$ cat src/rtl/rider_steer_enable.sv
// Rider-presence / steering-enable controller: OFF -> WAIT (settle timer) -> STEER.
// Optional macro RIDER_OFF_DEBOUNCE_EN: the drop to OFF needs 4 consecutive low-weight samples.
`timescale 1ns/1ps
module rider_steer_enable #(
  parameter int unsigned FAST_SIM     = 0,
  parameter logic [11:0] MIN_RIDER_WT = 12'h200,
  parameter logic [11:0] WT_HYST      = 12'h40
) (
  input  logic        clk,
  input  logic        rst,
  input  logic        vld,
  input  logic [11:0] lft_ld,
  input  logic [11:0] rght_ld,
  output logic        en_steer,
  output logic        rider_off,
  output logic [1:0]  state_dbg
);

  localparam int unsigned LD_W  = 12;
  localparam int unsigned SUM_W = LD_W + 1;
  localparam int unsigned TMR_W = (FAST_SIM != 0) ? 15 : 26;
  localparam logic [SUM_W-1:0] ENTER_THR = SUM_W'(MIN_RIDER_WT) + SUM_W'(WT_HYST);
  localparam logic [SUM_W-1:0] STAY_THR  = SUM_W'(MIN_RIDER_WT) - SUM_W'(WT_HYST);

  typedef enum logic [1:0] {
    OFF   = 2'd0,
    WAIT  = 2'd1,
    STEER = 2'd2
  } state_t;

  state_t            state, nxt;
  logic [TMR_W-1:0]  tmr, tmr_nxt;
  logic [LD_W-1:0]   lft_q, rght_q;
  logic [SUM_W-1:0]  sum;
  logic [LD_W-1:0]   diff;
  logic              sum_gt_enter, sum_gt_stay, diff_gt_1_4, diff_gt_15_16;
  logic              tmr_full, exit_off, hold_low;

  // Load-cell capture; decisions only ever look at the latched pair
  always_ff @(posedge clk or posedge rst) begin
    if (rst) begin
      lft_q  <= '0;
      rght_q <= '0;
    end else if (vld) begin
      lft_q  <= lft_ld;
      rght_q <= rght_ld;
    end
  end

  always_comb begin
    sum  = SUM_W'(lft_q) + SUM_W'(rght_q);
    diff = (lft_q > rght_q) ? (lft_q - rght_q) : (rght_q - lft_q);
  end

  assign sum_gt_enter  = sum > ENTER_THR;
  assign sum_gt_stay   = sum > STAY_THR;
  assign diff_gt_1_4   = SUM_W'(diff) > (sum >> 2);
  assign diff_gt_15_16 = SUM_W'(diff) > (sum - (sum >> 4));
  assign tmr_full      = &tmr;

`ifdef RIDER_OFF_DEBOUNCE_EN
  logic       smp_q;
  logic [1:0] low_cnt;

  // smp_q marks the cycle in which the latched pair is a fresh sample
  always_ff @(posedge clk or posedge rst) begin
    if (rst) begin
      smp_q   <= 1'b0;
      low_cnt <= '0;
    end else begin
      smp_q <= vld;
      if (state == OFF) begin
        low_cnt <= '0;
      end else if (smp_q) begin
        if (sum_gt_stay)          low_cnt <= '0;
        else if (low_cnt != 2'd3) low_cnt <= low_cnt + 2'd1;
      end
    end
  end

  assign exit_off = smp_q && !sum_gt_stay && (low_cnt == 2'd3);
  assign hold_low = !sum_gt_stay;
`else
  assign exit_off = !sum_gt_stay;
  assign hold_low = 1'b0;
`endif

  // Next-state and timer; step-off outranks imbalance and timer expiry
  always_comb begin
    nxt     = state;
    tmr_nxt = tmr;
    case (state)
      OFF: begin
        if (sum_gt_enter) nxt = WAIT;
      end
      WAIT: begin
        if (exit_off)                  nxt = OFF;
        else if (diff_gt_1_4)          tmr_nxt = '0;
        else if (tmr_full && !hold_low) nxt = STEER;
        else if (!tmr_full)            tmr_nxt = tmr + TMR_W'(1);
      end
      STEER: begin
        if (exit_off)           nxt = OFF;
        else if (diff_gt_15_16) nxt = WAIT;
      end
      default: nxt = OFF;
    endcase
    if (nxt != WAIT || state != WAIT) tmr_nxt = (state == WAIT && nxt == WAIT) ? tmr_nxt : '0;
  end

  // Outputs are registered decodes of the next state, so they move with the state
  always_ff @(posedge clk or posedge rst) begin
    if (rst) begin
      state     <= OFF;
      tmr       <= '0;
      en_steer  <= 1'b0;
      rider_off <= 1'b1;
      state_dbg <= 2'd0;
    end else begin
      state     <= nxt;
      tmr       <= tmr_nxt;
      en_steer  <= (nxt == STEER);
      rider_off <= (nxt == OFF);
      state_dbg <= nxt;
    end
  end

endmodule

$ cat config.mk
export PLATFORM = sky130hd
export DESIGN_NAME = rider_steer_enable
export DESIGN_NICKNAME = d
export VERILOG_FILES = /design/src/rtl/rider_steer_enable.sv
export SDC_FILE = /design/constraint.sdc
export NUM_CORES = 1
export LEC_CHECK = 0
export BUFFER_PORTS_ARGS = -buffer_cell sky130_fd_sc_hd__buf_2
export CORE_MARGIN = 3
export CORE_UTILIZATION = 46
export CTS_BUF_LIST = sky130_fd_sc_hd__clkbuf_4 sky130_fd_sc_hd__clkbuf_8 sky130_fd_sc_hd__clkbuf_16
export CTS_CLUSTER_SIZE = 30
export DETAILED_ROUTE_END_ITERATION = 12
export PLACE_DENSITY_LB_ADDON = 0.15
export RECOVER_POWER = 25
export SYNTH_ARGS = -nofsm -noshare
export SYNTH_HDL_FRONTEND = slang
export SYNTH_SLANG_ARGS = --single-unit
$ cat constraint.sdc
create_clock -name clk -period 6.3 [get_ports clk]
set_clock_uncertainty 0.05 [all_clocks]
set_input_delay 0.315 -clock clk [delete_from_list [all_inputs] [get_ports clk]]
set_output_delay 0.315 -clock clk [all_outputs]
set_load 0.01 [all_outputs]
# After elaboration in Yosys (flattened, before gate mapping)
# Cells that the tools add are included.
[totals] ff_bits=54 latchBits=0 mem_bits_rw=0 mem_bits_ro=0 input_bits=27 out_inout_bits=4 mem_count=0
[classes] n_addsub=5 multipliers=0 div_mod_pow=0 n_lt_le_gt_ge=5 n_eq_ne=6 shift=0 muxes=14 n_bitwise=0 n_reduce_logical=5
[op_table] operator="two-way mux 26 bit" count=6
[op_table] operator="adder 26 x 1 -> 26 bit, second input constant" count=1
[op_table] operator="AND reduction 26 bit" count=1
[op_table] operator="subtractor 12 bit" count=2
[op_table] operator="adder 12 x 12 -> 13 bit" count=1
[op_table] operator="greater-than comparator 12 x 13 -> 1 bit" count=1
[op_table] operator="greater-than comparator 13 x 10 -> 1 bit, second input constant" count=1
[op_table] operator="greater-than comparator 13 x 9 -> 1 bit, second input constant" count=1
[op_table] operator="subtractor 13 x 9 -> 13 bit" count=1
[op_table] operator="greater-than comparator 12 x 11 -> 1 bit" count=1
[op_table] operator="greater-than comparator 12 bit" count=1
[op_table] operator="two-way mux 12 bit" count=1
[op_table] operator="two-way mux 2 bit" count=6
[op_table] operator="one-hot mux 2 bit (3 select lines)" count=1
[op_table] operator="== test 2 x 1 -> 1 bit, second input constant" count=2
[op_table] operator="== test 2 bit, second input constant" count=2
[op_table] operator="zero test 2 bit" count=2
[op_table] operator="!= test 2 x 1 -> 1 bit, second input constant" count=2
[op_table] operator="logical AND 1 bit" count=1
[op_table] operator="logical OR 1 bit" count=1

# Longest topological paths before layout
[logic_depth] depth_word=10 depth_mapped=26 mapped_depth_nobuf=26

# Worst setup path before layout
# OpenSTA, ideal clock, no wires.
[synth_timing] path_kind="reg2reg" startpoint="register lft_q[5]" endpoint="register state[0]" arrival_time_ps=4780 slack_ps=1332 stages_incl_launch_ff=26 path_buffers=2 cell_sequence="dfrtp_1 > inv_1 > ha_1 > buf_4 > nor3b_1 > or3_1 > a221oi_2 > and2_1 > buf_4 > inv_2 > ha_1 > a21oi_1 > a211oi_1 > o211ai_1 > nand2_1 > a211oi_1 > xor2_1 > ha_1 > a21o_1 > a21oi_1 > nand2_1 > o21ai_0 > nor4_1 > a221o_1 > nor2_1 > o2111ai_1"
[synth_between] elab_chain_cells=6 elab_cells_between_ends=16 cone_classes="4 x add/sub; 5 x order compare; 7 x mux"
[synth_rtl] element="start: declaration" line_no="33" rtl="logic [LD_W-1:0] lft_q, rght_q;"
[synth_rtl] element="start signal: assignment" line_no="45" rtl="lft_q <= lft_ld;"
[synth_rtl] element="adder 12 x 12 -> 13 bit, or another cell as far along" line_no="51" rtl="sum = SUM_W'(lft_q) + SUM_W'(rght_q);"
[synth_rtl] element="subtractor 13 x 9 -> 13 bit / two-way mux 12 bit (equally long branches)" line_no="58, 52"
[synth_rtl] element="greater-than comparator 12 x 13 -> 1 bit / greater-than comparator 12 x 11 -> 1 bit (equally long branches)" line_no="58, 57"
[synth_rtl] element="two-way mux 2 bit (on tied branches)" line_no="104, 98"
[synth_rtl] element="two-way mux 2 bit (on tied branches)" line_no="103, 97"
[synth_rtl] element="one-hot mux 2 bit (3 select lines) *" line_no="92" rtl="case (state)"
[synth_rtl] element="named net nxt[0]" line_no="31" rtl="state_t state, nxt;"
[synth_rtl] element="end signal: assignment" line_no="120" rtl="state <= nxt;"
[synth_rtl] element="end: declaration" line_no="31"
# The timed path passes the listed nets; every way through them passes the cells marked *.
# A chain may end at the register's enable or synchronous reset.

# Worst setup path after layout
# Same ends and word-level chain as after synthesis.

==> impl_metrics.toml <==
[global_route]
overflow = 0
grt_max_degree = 55
groute.usage.overall = 0.205
grt_pass1_wl_um = 21900
grt_pass1_vias = 4458
antenna_found_initial = 0

[yosys]
netlist.area_leader.share = 0.239
yosys.area.top_type = "dfrtp_1"
netlist_top_cells_area = "dfrtp_1 (24%), ha_1 (15%), xnor2_1 (4.4%)"
seq_area_frac_synth = 0.244
synth_area_sq_um = 5550
yosys_warnings = 0
synth_edf_count = 0
async_flop_share = 1.00
syn_inst = 633
syn_avg_cell_area_sq_um = 8.76
synth_nets = 729
synthFlopType = "dfrtp_1"
synth_seq_cells = 54
ys_types = 87

[worst_setup_path]
required_ns = 6.42
crit_family = "compound AO/OA/AOI/OAI gates"
cp_max_fo = 12
criticalPathCategory = "reg2reg"
worstPathArrival_ns = 5.81
cpPeakStageDelay_ns = 0.44
slowest_stage = "ha_1"
cp_num_buf_inv = 3
cp-end-kind = "flop"
rr_worst_depth = 24
cp-start-kind = "flop"
crit_chain = "inv_1 -> ha_1 -> buf_4 -> nor3_1 -> nand2_1 -> a32o_1 -> nor2_1 -> inv_1 -> ha_1 -> a21oi_1 -> o31ai_1 -> a21o_1 -> a21oi_1 -> o21bai_1 -> a311o_1 -> ha_1 -> nand3_1 -> nor4_1 -> a21oi_1 -> o21ai_1 -> nor4_1 -> a221o_1 -> nor2_1 -> o2111ai_1"
crit_cells = 24
reg2reg_slack_ns = 0.61

[final_layout]
final_cell_mix = "ha_1 (65), dfrtp_1 (53), inv_1 (51), nand2_1 (51), o21ai_0 (36)"
multiInputGateArea_sq_um = 3830
drive_above_1_share = 0.152
fillers = 1157
num-nets-final = 751
final_common_cell = "ha_1"
final_util = 0.510
seq_area_sq_um = 1350
diodes = 0
syn_to_final_growth_pct = 6.88

[pwr]
power_uw = 2060
switching_share = 0.474
p_leak_uw = 0.00270
peakVddDrop_mv = 0.173
p_int_uw = 1090
p_per_area_nw_per_um2 = 348
p_comb_frac = 0.667
power_switching_uw = 978
p_clk_frac = 0.142
seq_power_share = 0.191

[sta]
max_freq_ghz = 0.176
finalSetupTns_ns = 0
setup_slack_ns = 0.607
setup-violations-final = 0
relSlewSlack = -0.911
drv_slew = 55
period_needed_ns = 5.69
rsz0062_at_grt = "no"
worst_pin_slew_ns = 2.87
period_share = 0.904
hold_viol_final = 0

[cts]
clkLatencyLatePin_ns = 0.30
htree_levels = 2
cts_setup_buffers = 0
numCtsBuffers = 5
cts_tree = "done"
path_clk_slew_ns = 0.07
cts-root-buf = "clkbuf_16"
cts_sinks = 54
clockBufferDepth = 2

[hold_path]
hold_class = "in2reg"
hold-path-cell-count = 3

[detailed_routing]
drt-initial-drc-count = 246
dr.pass1.iters = 5
vias = 4561
wirelength_um = 12900
remaining_drc_errors = 0
wl_per_cell_um = 16.2
ant_nets = 0
vias_per_cell = 5.71

[die]
die_h_um = 116
core_sq_um = 11600
dieWidth_um = 116
start_util = 0.478
rows = 39
die_area_sq_um = 13400
pin_count = 31

[place]
pre_cts_slack_ns = 0.540
hpwlAfterDp_um = 10400
port_buffers = 30
place.gp.congestion = 0.916

[run]
drv_cap = 1

[run_status]
violations = "capacitance limit, slew limit"
outcome = "finished, violations left"
## area by class of cell
| cell class | instances | area share |
|---|---|---|
| multi-input combinational | 502 | 0.646 |
| sequential | 54 | 0.228 |
| timing repair buffer | 38 | 0.0348 |
| inverter | 54 | 0.0342 |
| tap | 143 | 0.0302 |
| clock buffer | 6 | 0.0234 |
| clock inverter | 2 | 0.00274 |
## per-layer routing
metal  share of wire  track usage
met1            0.52        0.313
met4           0.015       0.0619
met3           0.034       0.0277
met2            0.43        0.300
met5               0            0
## worst min-delay path, cell delays in order
cell     delay, ns
buf_2         0.07
nand2_1       0.04
o21ai_0       0.05
## final timing paths
kind,to,start
max in group asynchronous,tmr[7],rst
max,state[0],lft_q[5]
min reg2reg,tmr[0],tmr[0]
max reg2reg,state[0],lft_q[5]
min in group asynchronous,lft_q[3],rst
min,rght_q[5],rght_ld[5]
## per-stage QoR
step	area [sq um]	cells	hold WS, ns
floorplan	5550	633	0.382
global placement	5780	791	0.430
detailed placement	5780	791	0.430
CTS	5930	799	0.154
global route	5930	799	0.158
finish	5930	799	0.160
## cells in the mapped netlist, types with 8 or more instances
master    count
a21o_1       14
a21oi_1      33
and3_1        8
dfrtp_1      53
ha_1         65
inv_1        52
nand2_1      51
nand2b_1      9
nand3_1      22
nor2_1       34
nor2_2       20
nor2b_1       8
o21ai_0      37
xnor2_1      28
xor2_1       26
## registers in the layout (all words and copies together), names as in the netlist
signal and cells:
en_steer 1, tmr 26, state 2, rider_off 1
lft_q 12, rght_q 12
## power groups by stage
stage | Combinational [uW] | Sequential (uW) | Clock, uW
3_3_place_gp | 1360 | 400 | 0
5_1_grt | 1550 | 399 | 323
4_1_cts | 1370 | 395 | 306
2_1_floorplan | 1100 | 400 | 0
3_5_place_dp | 1360 | 402 | 0
6_report | 1380 | 394 | 293
## what timing repair did
action                                  4_1_cts  5_1_grt
hold buffers                                  0        0
endpoints found under the setup margin        0        2
gates resized for setup                       0        1
## cell families after synthesis
kind of cell    Yosys count  share of synthesized area
compound gates          157                      0.207
xor+xnor                 57                     0.0963
buf+inv                  77                     0.0652
mux                      10                     0.0217
simple gates            207                      0.201
fa+ha+maj                71                      0.165
flops                    54                      0.244
No activity file was read; power rests on OpenSTA's default activity.
